$ cat config.mk
export PLATFORM = sky130hd
export DESIGN_NAME = unidade_hilo
export DESIGN_NICKNAME = d
export VERILOG_FILES = /design/src/rtl/unidade_hilo_pkg.sv /design/src/rtl/unidade_hilo_passo_divisao.sv /design/src/rtl/unidade_hilo.sv
export SDC_FILE = /design/constraint.sdc
export NUM_CORES = 1
export LEC_CHECK = 0
export BUFFER_PORTS_ARGS = -buffer_cell sky130_fd_sc_hd__buf_2
export CORE_ASPECT_RATIO = 0.8
export CORE_MARGIN = 2
export CORE_UTILIZATION = 55
export CTS_CLUSTER_DIAMETER = 100
export DETAILED_ROUTE_END_ITERATION = 8
export MAX_ROUTING_LAYER = met4
export PLACE_DENSITY = 0.76
export SETUP_SLACK_MARGIN = 0.5
export SLEW_MARGIN = 5
export SYNTH_ARGS = -nofsm -noshare
export SYNTH_HDL_FRONTEND = slang
export SYNTH_SLANG_ARGS = --single-unit
$ cat constraint.sdc
create_clock -name clock -period 4.8 [get_ports clock]
set_clock_uncertainty 0.05 [all_clocks]
set_input_delay 0.96 -clock clock [delete_from_list [all_inputs] [get_ports clock]]
set_output_delay 0.96 -clock clock [all_outputs]
set_load 0.02 [all_outputs]
$ cat src/rtl/unidade_hilo_pkg.sv
// Shared constants for the execute unit:
// ALU op codes, HI/LO op codes and HI/LO FSM states.
package unidade_hilo_pkg;

  typedef enum logic [3:0] {
    ALU_ADD,
    ALU_SUB,
    ALU_AND,
    ALU_OR,
    ALU_XOR,
    ALU_SLT,
    ALU_SLL,
    ALU_SRL
  } alu_op_t;

  typedef enum logic [1:0] {
    OP_MULT = 2'b00,
    OP_DIV  = 2'b01,
    OP_MTHI = 2'b10,
    OP_MTLO = 2'b11
  } hilo_op_t;

  typedef enum logic [1:0] {
    IDLE,
    MUL,
    DIV,
    FIM
  } estado_t;

endpackage

$ cat src/rtl/unidade_hilo_passo_divisao.sv
// One restoring-divide step: shifted partial
// remainder vs divisor -> new remainder, quotient bit.
module passo_divisao #(
  parameter int LARGURA = 32
) (
  input  logic [LARGURA:0]   parcial,
  input  logic [LARGURA-1:0] divisor,
  output logic [LARGURA-1:0] resto,
  output logic               bit_q
);

  logic [LARGURA-1:0] dif;

  // Result always fits in LARGURA bits when it is kept
  assign dif   = parcial[LARGURA-1:0] - divisor;
  assign bit_q = parcial >= {1'b0, divisor};
  assign resto = bit_q ? dif : parcial[LARGURA-1:0];

endmodule

$ cat src/rtl/unidade_hilo.sv
// HI/LO unit: iterative unsigned multiply/divide
// plus MTHI/MTLO moves.
module unidade_hilo
  import unidade_hilo_pkg::*;
#(
  parameter int LARGURA = 32
) (
  input  logic               clock,
  input  logic               reset,
  input  logic               start,
  input  logic [1:0]         op,
  input  logic [LARGURA-1:0] RS,
  input  logic [LARGURA-1:0] RT,
  output logic               busy,
  output logic               done,
  output logic [LARGURA-1:0] saidaHI,
  output logic [LARGURA-1:0] saidaLO
);

  localparam int CW = $clog2(LARGURA + 1);
  localparam logic [CW-1:0] ULTIMO = CW'(LARGURA - 1);

  estado_t              estado;
  logic [CW-1:0]        cnt;
  logic [2*LARGURA-1:0] mcand;
  logic [2*LARGURA-1:0] acc;
  logic [2*LARGURA-1:0] soma;
  logic [LARGURA-1:0]   mplier;
  logic [LARGURA-1:0]   quoc;
  logic [LARGURA-1:0]   resto;
  logic [LARGURA-1:0]   divisor;
  logic [LARGURA-1:0]   novo_resto;
  logic                 bit_q;

  assign soma = acc + (mplier[0] ? mcand : '0);

  passo_divisao #(.LARGURA(LARGURA)) u_passo (
    .parcial ({resto, quoc[LARGURA-1]}),
    .divisor (divisor),
    .resto   (novo_resto),
    .bit_q   (bit_q)
  );

  always_ff @(posedge clock or negedge reset) begin
    if (!reset) begin
      estado  <= IDLE;
      cnt     <= '0;
      mcand   <= '0;
      acc     <= '0;
      mplier  <= '0;
      quoc    <= '0;
      resto   <= '0;
      divisor <= '0;
      busy    <= 1'b0;
      done    <= 1'b0;
      saidaHI <= '0;
      saidaLO <= '0;
    end else begin
      unique case (estado)
        IDLE: begin
          if (start) begin
            cnt <= '0;
            unique case (hilo_op_t'(op))
              OP_MULT: begin
                mcand  <= {{LARGURA{1'b0}}, RS};
                mplier <= RT;
                acc    <= '0;
                estado <= MUL;
                busy   <= 1'b1;
              end
              OP_DIV: begin
                // Divide by zero finishes at once
                if (RT == '0) begin
                  saidaHI <= RS;
                  saidaLO <= '1;
                  estado  <= FIM;
                  done    <= 1'b1;
                end else begin
                  quoc    <= RS;
                  resto   <= '0;
                  divisor <= RT;
                  estado  <= DIV;
                  busy    <= 1'b1;
                end
              end
              OP_MTHI: begin
                saidaHI <= RS;
                estado  <= FIM;
                done    <= 1'b1;
              end
              OP_MTLO: begin
                saidaLO <= RS;
                estado  <= FIM;
                done    <= 1'b1;
              end
            endcase
          end
        end
        MUL: begin
          acc    <= soma;
          mcand  <= mcand << 1;
          mplier <= mplier >> 1;
          cnt    <= cnt + CW'(1);
          if (cnt == ULTIMO) begin
            {saidaHI, saidaLO} <= soma;
            estado <= FIM;
            busy   <= 1'b0;
            done   <= 1'b1;
          end
        end
        DIV: begin
          quoc  <= {quoc[LARGURA-2:0], bit_q};
          resto <= novo_resto;
          cnt   <= cnt + CW'(1);
          if (cnt == ULTIMO) begin
            saidaLO <= {quoc[LARGURA-2:0], bit_q};
            saidaHI <= novo_resto;
            estado  <= FIM;
            busy    <= 1'b0;
            done    <= 1'b1;
          end
        end
        FIM: begin
          estado <= IDLE;
          done   <= 1'b0;
        end
      endcase
    end
  end

endmodule

==> results.md <==
* Gpl congestion at 0.971
* H-tree depth at 2
* Synth area leader: dfrtp_1
* Synth area leaders: dfrtp_1 39%, nand2_1 8.8%, o21ai_0 7.3%, ha_1 6.0%, mux2i_1 3.8%
* CTS Hold Buffers Added at 0
* Max Root-Sink Buffers at 3
* Die X at around 220 um
* Met2 Use GR at 0.481
* Dpl ws at 438 ps
* Initial Util at 0.562
* Syn Nets at roughly 2,700
* Netlist cell types at 81
* Endpoint class of the critical path: register
* Final Setup Violations at 0
* Min-Delay Startpoint: saidaLO[14]$_DFFE_PN0P_
* Dominant cell by count in the synthesized netlist: nand2_1
* Leakage at 10.6 nW
* Final Net Count at 2,709
* First drt pass iteration count at 6
* Fin worst setup slack at 579 ps
* Num CTS Buffers at 36
* Ant diodes at 0
* Clock network power share at 0.177
* I/O pin count at between 100 and 150
* Crit start category: register
* PwrDens at 682 mW/mm^2
* Clock Sinks at 330
* Mean post-synth cell area at 8.41 um^2
* Final ANT Viol Nets at 0
* CP required at 5150 ps
* Global Route Usage Sum at 0.335
* PortBufs at 134
* Site Rows at 63
* FF+latch count, synth at 330
* Sequential power share at 0.288
* Post-synth top flop: dfrtp_1
* Grt total ovfl at 0
* Die Area at between 0.03 and 0.04 mm^2
* Status: finished, final reports clean
* Final hold vios at 0
* Vias at 18,800
* Total of max-cap violations at 0
* Internal Power at 8.35 mW
* TritonCTS clock tree: yes
* RSZ-0062 raised after global routing: yes
* Comb power frac at 0.535
* WP data arrival at 4570 ps
* Syn Std Cell Area at between 0.02 and 0.025 mm^2
* Fin. max-slew vios at 0
* DR iter-0 viols at 1,923
* Clock latency on the worst-skew pair at 550 ps
* GR Util met3 at 0.0569
* FILL cells at 3,296
* Synth warn at 0
* Initial antenna violation count at 3
* Fraction of registers with async set/reset at 1.00
* Vias in the first global route at 17,600
* DR vias/cell at roughly 6.2
* Most frequent cells after synthesis: 494 x nand2_1, 330 x dfrtp_1, 308 x o21ai_0
* Post-CTS Setup Bufs at 0
* Share of layout cells above drive strength 1 at 0.114
* EDFF count, synth at 0
* Fin crit period at roughly 4200 ps
* Chip height at 179 um
* Core ar. at 0.0374 mm^2
* Worst Setup Path Type: register to register
* Area delta synth->final at 10.6%
* CTS Root Cell: clkbuf_16
* GRT busiest layer: met1
* Fin crit share at 0.879
* Register area at just over 0.008 mm^2
* RR Startpoint: mplier[0]$_DFFE_PN0P_
* Multi-input logic area at approximately 0.012 mm^2
* Fmax achieved at around 240 MHz
* DRC violations left at 0
* Final WL at 64.7 mm
* CTS clk-pin slew, worst paths at 70 ps
* CP startpoint: mplier[0]$_DFFE_PN0P_
* Post-DP HPWL at 47.5 mm
* First-pass GRT wire length at 101 mm
* Crit-path max FO at 16
* Peak VDD IR at around 0.53 mV
* WL/cell at 21.2 um
* Switching pwr at roughly 7.5 mW
* Largest net degree at the start of global routing at between 200 and 300
* Slew headroom at 0.241
* Register area share after synthesis at 0.393
* Met1 Usage GRT at 0.486
* Gate Count Post-Synth at 2,497
* Setup tns final at 0 ps
* Sw Share at 0.473
* HP Class: register to register
* Share of the synthesized area in the top cell type at 0.393
* Worst slew pin tran at between 1000 and 1500 ps
## what timing repair did
action,4_1_cts,5_1_grt
endpoints found under the setup margin,1,20
gates resized for setup,1,8
pin swaps,0,0
## worst max-delay path, stage by stage, from the launching register on
cell and delay (ps):
dfrtp_1 490, buf_4 230, and2_1 150, ha_1 380
a21oi_1 290, o21ai_0 170, o211ai_1 210, a21boi_0 420
o21ai_1 260, o31ai_2 430, o21bai_1 140, xor2_1 190
a221oi_1 520, o22ai_1 160
## power groups by stage
stage	Clock (mW)	Combinational (mW)	Sequential, mW
after detailed placement	0	8.32	4.58
after global placement	0	8.13	4.54
after CTS	2.84	8.37	4.55
after global routing	2.96	9.29	4.66
after floorplan	0	5.66	4.65
final	2.80	8.48	4.56
## per-layer routing
layer  part of all wire  routed length (um)
met2               0.42               26900
met3              0.080                5170
met4              0.032                2070
met5                  0                   0
met1               0.47               30600
## cell type report
class / instances / area share
Timing Repair Buffer: 165 / 0.0427
Clock buffer: 47 / 0.0436
Inverter: 71 / 0.0115
Multi-Input combinational cell: 1933 / 0.514
Tap cell: 487 / 0.0262
Clock inverter: 16 / 0.00700
Sequential cell: 330 / 0.355
## state kept, by name, summed over array words and instances (netlist names)
name     flops
estado       2
mcand       64
acc         64
saidaHI     32
divisor     32
cnt          6
quoc        32
resto       32
mplier      32
saidaLO     32
busy         1
done         1
## cells by family after synthesis
kind of cell	count (synthesis)	share of synthesized area
xor gates and xnor gates	83	0.0346
adders and majority gates	103	0.0621
AOI/OAI and AO/OA	762	0.221
muxes	131	0.0657
buffers and inverters	234	0.0433
and+or+nand+nor	854	0.181
DFF	330	0.393
## stage by stage
| stage | power, mW | hold slack, ps | cells | util | area, um^2 |
|---|---|---|---|---|---|
| after floorplan | 10.3 | 400 | 2497 | - | 21000 |
| after global placement | 12.7 | 407 | 2986 | 0.589 | 22000 |
| after detailed placement | 12.9 | 410 | 2986 | 0.589 | 22000 |
| after CTS | 15.8 | 424 | 3049 | 0.621 | 23200 |
| after global routing | 16.9 | 446 | 3049 | 0.622 | 23200 |
| final | 15.8 | 423 | 3049 | 0.622 | 23200 |
## cell usage in the layout, fill, tap and decap left out, types with 12 or more instances in the layout
cell type	count
a211oi_1	16
a21boi_0	35
a21o_1	58
a21oi_1	112
a31oi_1	32
and2_1	70
and3_1	12
buf_2	133
buf_4	24
clkbuf_16	37
dfrtp_1	330
ha_1	96
inv_1	70
mux2_1	12
mux2_2	38
mux2i_1	80
nand2_1	493
nand2b_1	14
nand3_1	43
nand4_1	33
nor2_1	118
nor3_1	20
nor4_1	13
o211ai_1	14
o21a_1	13
o21ai_0	308
o21ai_1	44
o21bai_1	14
o31ai_1	20
xnor2_1	52
xor2_1	31
## path summary, 6_finish.rpt
check	endpoint	slack, ps	depth (start not counted)
worst max-delay path	saidaHI[16]$_DFFE_PN0P_	580	13
worst min-delay path	saidaLO[14]$_DFFE_PN0P_	420	1
worst max register to register	saidaHI[16]$_DFFE_PN0P_	580	13
worst min register to register	saidaLO[14]$_DFFE_PN0P_	420	1
max in group asynchronous	mcand[45]$_DFFE_PN0P_	3240	2
min in group asynchronous	cnt[0]$_DFFE_PN0P_	470	1
Power figures use the tool's default switching activity.
